`src/rtl/gcm_ghash_tag_if.sv`:
```
// gcm_ghash_tag_if: start/key/length inputs, AAD+ciphertext block stream and tag handshake of the GHASH tag stage
interface gcm_ghash_tag_if;
    logic         i_start;
    logic [0:127] i_h;
    logic [0:127] i_ej0;
    logic [0:63]  i_len_aad;
    logic [0:63]  i_len_ct;
    logic         i_blk_valid;
    logic [0:127] i_blk;
    logic         o_blk_ready;
    logic         o_busy;
    logic         o_tag_valid;
    logic [0:127] o_tag;
    logic         i_tag_ready;

    modport master (
        output i_start, i_h, i_ej0, i_len_aad, i_len_ct, i_blk_valid, i_blk, i_tag_ready,
        input  o_blk_ready, o_busy, o_tag_valid, o_tag
    );

    modport slave (
        input  i_start, i_h, i_ej0, i_len_aad, i_len_ct, i_blk_valid, i_blk, i_tag_ready,
        output o_blk_ready, o_busy, o_tag_valid, o_tag
    );
endinterface

```
`src/rtl/gcm_ghash_tag.sv`:
```
// gcm_ghash_tag: iterative GHASH over AAD and ciphertext blocks plus the length block, tag = GHASH ^ E(K,J0)
module gcm_ghash_tag #(
    parameter int DIGIT = 1
) (
    input logic            clk,
    input logic            i_rst,
    gcm_ghash_tag_if.slave bus
);
    localparam int MC = 128 / DIGIT;
    localparam logic [0:127] R = {8'he1, 120'd0};

    typedef enum logic [2:0] {IDLE, WAIT_BLK, MUL, LEN_MUL, DONE} state_t;

    state_t       r_state;
    logic [0:127] r_h, r_ej0, r_y, r_x, r_z, r_v, r_tag;
    logic [0:63]  r_len_aad, r_len_ct;
    logic [56:0]  r_n_aad, r_n_ct;
    logic [7:0]   r_cnt;
    logic         r_ld, r_tag_valid;
    logic [0:127] w_z, w_v, w_mask;
    logic [56:0]  w_na, w_nc;
    logic [6:0]   w_r;
    logic         w_last, w_more, w_aad, w_sec_last;

    function automatic logic [56:0] nblk(input logic [0:63] len);
        return len[0:56] + 57'(|len[57:63]);
    endfunction

    assign w_na       = nblk(bus.i_len_aad);
    assign w_nc       = nblk(bus.i_len_ct);
    assign w_last     = r_cnt == 8'(MC - 1);
    assign w_more     = |{r_n_aad, r_n_ct};
    assign w_aad      = |r_n_aad;
    assign w_sec_last = w_aad ? r_n_aad == 57'd1 : r_n_ct == 57'd1;
    assign w_r        = w_aad ? r_len_aad[57:63] : r_len_ct[57:63];
    assign w_mask     = (w_sec_last && |w_r) ? ~({128{1'b1}} >> w_r) : {128{1'b1}};

    assign bus.o_blk_ready = r_state == WAIT_BLK;
    assign bus.o_busy      = r_state != IDLE;
    assign bus.o_tag_valid = r_tag_valid;
    assign bus.o_tag       = r_tag;

    // One multiplier step: consume DIGIT bits of X (MSB first), accumulating V into Z and shifting V
    always_comb begin
        w_z = r_z;
        w_v = r_v;
        for (int j = 0; j < DIGIT; j++) begin
            w_z = r_x[j] ? w_z ^ w_v : w_z;
            w_v = w_v[127] ? (w_v >> 1) ^ R : w_v >> 1;
        end
    end

    // Control FSM with the GHASH datapath; the length block gets a load cycle like a data block
    always_ff @(posedge clk) begin
        if (i_rst) begin
            r_state     <= IDLE;
            r_h         <= '0;
            r_ej0       <= '0;
            r_y         <= '0;
            r_x         <= '0;
            r_z         <= '0;
            r_v         <= '0;
            r_tag       <= '0;
            r_len_aad   <= '0;
            r_len_ct    <= '0;
            r_n_aad     <= '0;
            r_n_ct      <= '0;
            r_cnt       <= '0;
            r_ld        <= 1'b0;
            r_tag_valid <= 1'b0;
        end else begin
            case (r_state)
                IDLE: if (bus.i_start) begin
                    r_h       <= bus.i_h;
                    r_ej0     <= bus.i_ej0;
                    r_len_aad <= bus.i_len_aad;
                    r_len_ct  <= bus.i_len_ct;
                    r_n_aad   <= w_na;
                    r_n_ct    <= w_nc;
                    r_y       <= '0;
                    r_x       <= {bus.i_len_aad, bus.i_len_ct};
                    r_z       <= '0;
                    r_v       <= bus.i_h;
                    r_cnt     <= '0;
                    r_ld      <= 1'b0;
                    r_state   <= |{w_na, w_nc} ? WAIT_BLK : LEN_MUL;
                end
                WAIT_BLK: if (bus.i_blk_valid) begin
                    r_x     <= r_y ^ (bus.i_blk & w_mask);
                    r_z     <= '0;
                    r_v     <= r_h;
                    r_cnt   <= '0;
                    r_n_aad <= w_aad ? r_n_aad - 57'd1 : r_n_aad;
                    r_n_ct  <= w_aad ? r_n_ct : r_n_ct - 57'd1;
                    r_state <= MUL;
                end
                MUL: begin
                    r_z   <= w_z;
                    r_v   <= w_v;
                    r_x   <= r_x << DIGIT;
                    r_cnt <= r_cnt + 8'd1;
                    if (w_last) begin
                        r_y     <= w_z;
                        r_ld    <= !w_more;
                        r_state <= w_more ? WAIT_BLK : LEN_MUL;
                    end
                end
                LEN_MUL: if (r_ld) begin
                    r_x   <= r_y ^ {r_len_aad, r_len_ct};
                    r_z   <= '0;
                    r_v   <= r_h;
                    r_cnt <= '0;
                    r_ld  <= 1'b0;
                end else begin
                    r_z   <= w_z;
                    r_v   <= w_v;
                    r_x   <= r_x << DIGIT;
                    r_cnt <= r_cnt + 8'd1;
                    if (w_last) begin
                        r_y         <= w_z;
                        r_tag       <= w_z ^ r_ej0;
                        r_tag_valid <= 1'b1;
                        r_state     <= DONE;
                    end
                end
                DONE: if (bus.i_tag_ready) begin
                    r_tag_valid <= 1'b0;
                    r_state     <= IDLE;
                end
                default: r_state <= IDLE;
            endcase
        end
    end
endmodule
```
`src/flat_wrapper.sv`:
```
// flat-port wrapper written by rule: the top's interface ports become plain ports
module gcm_ghash_tag_flat 
#(
    parameter int DIGIT = 1
)
  (clk, i_rst, bus_i_start, bus_i_h, bus_i_ej0, bus_i_len_aad, bus_i_len_ct, bus_i_blk_valid, bus_i_blk, bus_i_tag_ready, bus_o_blk_ready, bus_o_busy, bus_o_tag_valid, bus_o_tag);
  gcm_ghash_tag_if bus_i ();
  input logic clk;
  input logic i_rst;
  input wire logic [$bits(bus_i.i_start)-1:0] bus_i_start;
  input wire logic [$bits(bus_i.i_h)-1:0] bus_i_h;
  input wire logic [$bits(bus_i.i_ej0)-1:0] bus_i_ej0;
  input wire logic [$bits(bus_i.i_len_aad)-1:0] bus_i_len_aad;
  input wire logic [$bits(bus_i.i_len_ct)-1:0] bus_i_len_ct;
  input wire logic [$bits(bus_i.i_blk_valid)-1:0] bus_i_blk_valid;
  input wire logic [$bits(bus_i.i_blk)-1:0] bus_i_blk;
  input wire logic [$bits(bus_i.i_tag_ready)-1:0] bus_i_tag_ready;
  output wire logic [$bits(bus_i.o_blk_ready)-1:0] bus_o_blk_ready;
  output wire logic [$bits(bus_i.o_busy)-1:0] bus_o_busy;
  output wire logic [$bits(bus_i.o_tag_valid)-1:0] bus_o_tag_valid;
  output wire logic [$bits(bus_i.o_tag)-1:0] bus_o_tag;
  assign bus_i.i_start = bus_i_start;
  assign bus_i.i_h = bus_i_h;
  assign bus_i.i_ej0 = bus_i_ej0;
  assign bus_i.i_len_aad = bus_i_len_aad;
  assign bus_i.i_len_ct = bus_i_len_ct;
  assign bus_i.i_blk_valid = bus_i_blk_valid;
  assign bus_i.i_blk = bus_i_blk;
  assign bus_i.i_tag_ready = bus_i_tag_ready;
  assign bus_o_blk_ready = bus_i.o_blk_ready;
  assign bus_o_busy = bus_i.o_busy;
  assign bus_o_tag_valid = bus_i.o_tag_valid;
  assign bus_o_tag = bus_i.o_tag;
  gcm_ghash_tag #(.DIGIT(DIGIT)) u_core (.clk(clk), .i_rst(i_rst), .bus(bus_i));
endmodule
```
`config.mk`:
```
export PLATFORM = sky130hd
export DESIGN_NAME = gcm_ghash_tag_flat
export DESIGN_NICKNAME = d
export VERILOG_FILES = /design/src/rtl/gcm_ghash_tag_if.sv /design/src/rtl/gcm_ghash_tag.sv /design/src/flat_wrapper.sv
export SDC_FILE = /design/constraint.sdc
export NUM_CORES = 2
export LEC_CHECK = 0
export CAP_MARGIN = 10
export CORE_AREA = 2 2 349 316
export CTS_CLUSTER_DIAMETER = 200
export DETAILED_ROUTE_END_ITERATION = 7
export DIE_AREA = 0 0 351 318
export PLACE_DENSITY = 0.78
export SKIP_LAST_GASP = 1
export SLEW_MARGIN = 5
export SYNTH_ARGS = -nofsm -noshare
export SYNTH_HDL_FRONTEND = slang
export SYNTH_SLANG_ARGS = --single-unit
export TNS_END_PERCENT = 10
```
`constraint.sdc`:
```
create_clock -name clk -period 8.02 [get_ports clk]
set_input_delay 1.604 -clock clk [delete_from_list [all_inputs] [get_ports clk]]
set_output_delay 1.604 -clock clk [all_outputs]
set_load 0.05 [all_outputs]
```
After elaboration in Yosys (flattened, before gate mapping)
Index checks and enable logic that the tools add are counted. W data, S select, Z words.

Word-level logic and storage cells: 115. Flip-flop bits (word level): 1151. Input bits: 517. Output and inout bits: 131.

Bitwise operators: 8. Reduce and logical (&&, ||, !) cells: 23. Shifts and indexed selects: 1. $add $sub $neg: 5. Muxes and demuxes: 48. Equality and inequality tests: 15.

Operators with widths (count): $mux W128 (14); $pmux W128 S4 (3); $xor A128 B128 Y128 (4); $pmux W128 S3 (1); $mux W57 (6); $pmux W57 S2 (2); $reduce_or A114 Y1 (2); $and A128 B128 Y128 (1); $not A128 Y128 (1); $shr A128 B7 Y128 const A (1); $add A57 B1 Y57 (2); $eq A57 B1 Y1 const B (2); $sub A57 B1 Y57 const B (2); $reduce_or A57 Y1 (1); $pmux W8 S4 (1); $mux W8 (3); $reduce_or A7 Y1 (3); $mux W3 (6); $pmux W3 S5 (1); $reduce_and A3 Y1 (4); $reduce_and A4 Y1 (3); $ne A2 B2 Y1 const B (5); $add A8 B1 Y8 const B (1); $eq A8 B7 Y1 const B (1); 19 further kinds (30).

Logic depth before layout (Yosys ltp)
Depth in word-level cells: 9. Gate-level depth with buffers: 15. Depth with buffers taken out: 13.

Least setup slack after synthesis
OpenSTA, ideal clock, no wires.

Path kind: input to register. From: input port bus_i_len_ct[3]. To: register u_core.r_state[1]. Buffers on the path: 1. Setup time: 0.074 ns. Data required time: 7.946 ns. Cell stages on the path: 14. Path slack: 3.592 ns. Data arrival time: 4.354 ns. Cells stage by stage: nor4_1 > nand2_1 > ha_1 > ha_1 > and4_1 > clkbuf_1 > and4_1 > and2_1 > and4_1 > xnor2_1 > or4b_1 > nor4_1 > nand4_1 > o21ai_0.

Word-level cells in the longest chain between the ends: 6.

Ends and longest elaborated chain: start, declared (RTL line flat_wrapper.sv:14) `input wire logic [$bits(bus_i.i_len_ct)-1:0] bus_i_len_ct;`; $reduce_or A7 Y1 (RTL line gcm_ghash_tag.sv:26) `return len[0:56] + 57'(|len[57:63]);`; $add A57 B1 Y57 (RTL line gcm_ghash_tag.sv:26); $reduce_or A114 Y1 (RTL line gcm_ghash_tag.sv:86) `r_state <= |{w_na, w_nc} ? WAIT_BLK : LEN_MUL;`; $mux W2 (RTL line gcm_ghash_tag.sv:86); $mux W3 (RTL line gcm_ghash_tag.sv:73) `IDLE: if (bus.i_start) begin`; $pmux W3 S5 (RTL line gcm_ghash_tag.sv:72) `case (r_state)`; end signal, assigned (RTL line gcm_ghash_tag.sv:86); end signal, assigned (RTL line gcm_ghash_tag.sv:105) `r_state <= w_more ? WAIT_BLK : LEN_MUL;`; end, declared (RTL line gcm_ghash_tag.sv:14) `state_t r_state;`.

No other way between the ends. The select of a mux whose other input is x is not followed. A chain may end at the register's enable or synchronous reset.

Worst setup path in the final report
From: input port bus_i_len_ct[4]. To: register u_core.r_state[1].

The elaborated chain is that of the path after synthesis.

==> flow_summary_export.csv <==
group,metric,value,unit
run_status,status,"finished, violations left",
run_status,violations,"design-rule violations",
timing,hold_viol,0,
placement,hpwl,177000,um
critical_path,crit_start,"bus_i_len_ct[4]",
critical_path,crit_type,"in -> reg",
route,drc_errors,51,
route,first_pass_iters,8,
layout,multiInputGateArea,33300,sq um
timing,rsz0062_at_grt,"false",
flow_run,drv_cap,0,
route,dr_wl_met3,38200,um
timing,fin_worst_skew,49.8,ps
floorplanning,core_region_area,108000,sq um
worst_hold_path,hp-class,"reg -> reg",
pwr,cellPowerDensity,343,nW/um^2
synthesis,synth_top_area_share,0.391,
synthesis,netlist_area,59000,sq um
clock_network,cts_buffers,118,
floorplanning,start_util,0.544,
timing,slew_viol_final,0,
route,via_per_inst,6.48,
layout,num-fill-cells,9396,
pwr,vdd_drop_max,464,uV
clock_network,hold_buffers,0,
timing,finalSetupTns,0,ps
synthesis,syn_nets,8637,
layout,drive_above_1_share,0.0430,
timing,worstMarginPinSlew,1380,ps
synthesis,ys_types,80,
layout,fin_cells,9868,
clock_network,clockBufferDepth,3,
worst_hold_path,worstHoldStart,"u_core.r_x[118]",
timing,slew_headroom,0.0761,
route,topRoutingLayerUsed,"met5",
timing,fmax,0.182,GHz
placement,io_buffers,647,
grt,grt_max_degree,255,
floorplanning,die-area,112000,sq um
route,wl_met2,103000,um
layout,regArea,23000,sq um
layout,synthToLayoutAreaGrowth,18.4,%
clock_network,ctsResizeCount,0,
synthesis,postSynthCellCount,8111,
timing,fin_crit_sh,0.684,
synthesis,yosysMostFrequentCell,"nand2_1",
floorplanning,dieHeight,318,um
clock_network,cts_tree,"yes",
critical_path,worstSetupStartpointType,"primary input",
timing,finalSetupViolCount,0,
synthesis,yosys.area.top_type,"dfxtp_1",
route,wl_met1,96800,um
layout,layout.nets,8799,
synthesis,synth_area_leaders,"dfxtp_1 (39%), a21oi_1 (9.9%), nand2_1 (7.8%), nor2_1 (7.8%), xor2_1 (6.3%)",
clock_network,htree_levels,3,
clock_network,clock_sinks,1151,
synthesis,synth-edff-count,0,
pwr,p_leak,24.7,nW
placement,place_congestion,1.08,
clock_network,path_clk_slew,70,ps
synthesis,syn_avg_cell_area,7.27,sq um
timing,holdWs,455,ps
clock_network,clockRootBuffer,"clkbuf_16",
synthesis,synth_common_cells,"nand2_1 (1,232), nor2_1 (1,224), a21oi_1 (1,169)",
route,wl_per_cell,25.9,um
timing,final.min_clock_period,5480,ps
grt,overflow,0,
floorplanning,std_cell_rows,115,
route,via_count,64000,
synthesis,yosysSeqAreaShare,0.391,
route,routed_wl,256000,um
floorplanning,io_pins,648,
grt,track_usage,0.436,
grt,first_global_vias,57100,
placement,placed_cells,9615,
synthesis,ys.flop_type,"dfxtp_1",
critical_path,critPathMaxFanout,13,
clock_network,worstSkewPairLatency,760,ps
critical_path,worstPathArrival,6140,ps
route,drt_iter0_markers,10300,
route,drtAntennaViolNets,0,
critical_path,critPathCaptureType,"register",
synthesis,async_reset_ff_frac,0,
critical_path,rr_startpoint,"u_core.r_n_aad[18]",
grt,antenna_found_initial,57,
synthesis,yosys_warnings,0,
floorplanning,die_w,351,um
clock_network,postCtsSetupBuffers,0,
synthesis,ys_seq_elements,1151,
critical_path,required,8680,ps
grt,grt_first_pass_wirelength,370000,um
flip-flops by register name, summed over array words and instances, names as in the netlist:
name,flops
u_core.r_v,128
u_core.r_len_aad,64
u_core.r_state,3
u_core.bus.o_tag_valid,1
u_core.r_x,128
u_core.r_n_ct,57
u_core.r_cnt,8
u_core.r_ld,1
u_core.r_len_ct,64
u_core.r_ej0,128
u_core.r_n_aad,57
u_core.r_h,128
u_core.r_y,128
u_core.r_z,128
u_core.bus.o_tag,128
power breakdown:
group / leakage, nW / total (W) / internal, W / switching [W]
combinational: 13.3 / 0.0101 / 0.00296 / 0.00715
clock: 2.02 / 0.00590 / 0.00340 / 0.00250
sequential: 9.40 / 0.00797 / 0.00691 / 0.00106
total: 24.7 / 0.0240 / 0.0133 / 0.0107
final timing paths:
path,end,cells after the start,slack (ps)
worst max-delay path,u_core.r_state[1],14,2540
worst min-delay path,u_core.r_x[118],1,460
worst max register to register,u_core.r_x[113],10,2900
worst min register to register,u_core.r_x[118],1,460
cells by family (layout without fill, tap and decap cells):
kind of cell,after synthesis,after routing,share of synthesized area
AO/OA/AOI/OAI,2239,2239,0.224
XOR/XNOR,521,521,0.0774
other,0,39,0
multiplexers,37,37,0.00651
buffers and inverters,732,988,0.0470
AND/OR/NAND/NOR,3422,3422,0.252
flip-flops,1151,1151,0.391
adder cells (fa/ha/maj),9,9,0.00191
stage by stage:
step	total power [W]	setup slack (ps)	util	cell area, sq um
after global placement	0.0175	1890	0.606	65600
final	0.0240	2540	0.645	69800
after global routing	0.0250	2470	0.644	69800
after CTS	0.0235	2630	0.644	69700
after detailed placement	0.0177	1890	0.606	65600
after floorplan	0.0145	3590	-	59000
layer usage:
metal	track usage	up-vias
met5	0	-
met1	0.581	30200
met4	0.252	36
met2	0.602	4324
met3	0.158	783
li1	-	28600
critical path, stage by stage:
cell and delay, ps:
clkdlybuf4s50_1 450, nor4_1 260, nand2_1 90, ha_1 290
ha_1 260, and4_1 300, and4_1 390, and2_1 280
and4_1 220, xnor2_1 670, or4b_1 500, nor4_1 510
nand4_1 130, o21ai_0 170
cell usage in the layout (no fill, tap or decap), drive strengths merged, types with 23 or more instances in the layout:
cell and n:
o31ai 35, o21a 23, and3 42, or3 31, a31oi 39, diode 39
nor4 66, a211oi 54, nand2b 23, nor2 1225, clkinv 33, o211ai 38
dfxtp 1151, clkbuf 156, inv 41, a21oi 1169, and4 24, xor2 422
nand4 92, nand3 146, a221o 23, a22oi 48, buf 91, o21ai 432
nor3 399, o22ai 33, xnor2 99, clkdlybuf4s50 646, nand2 1232, and2 29
a221oi 218, mux2i 26
area by class of cell:
cell class | count | area share
Multi-Input combinational cell | 6228 | 0.477
Antenna cell | 39 | 0.00140
Timing Repair Buffer | 737 | 0.104
Inverter | 37 | 0.00206
Tap cell | 1462 | 0.0262
Clock buffer | 156 | 0.0470
Sequential cell | 1151 | 0.330
Clock inverter | 58 | 0.0119
Power figures use the tool's default switching activity.
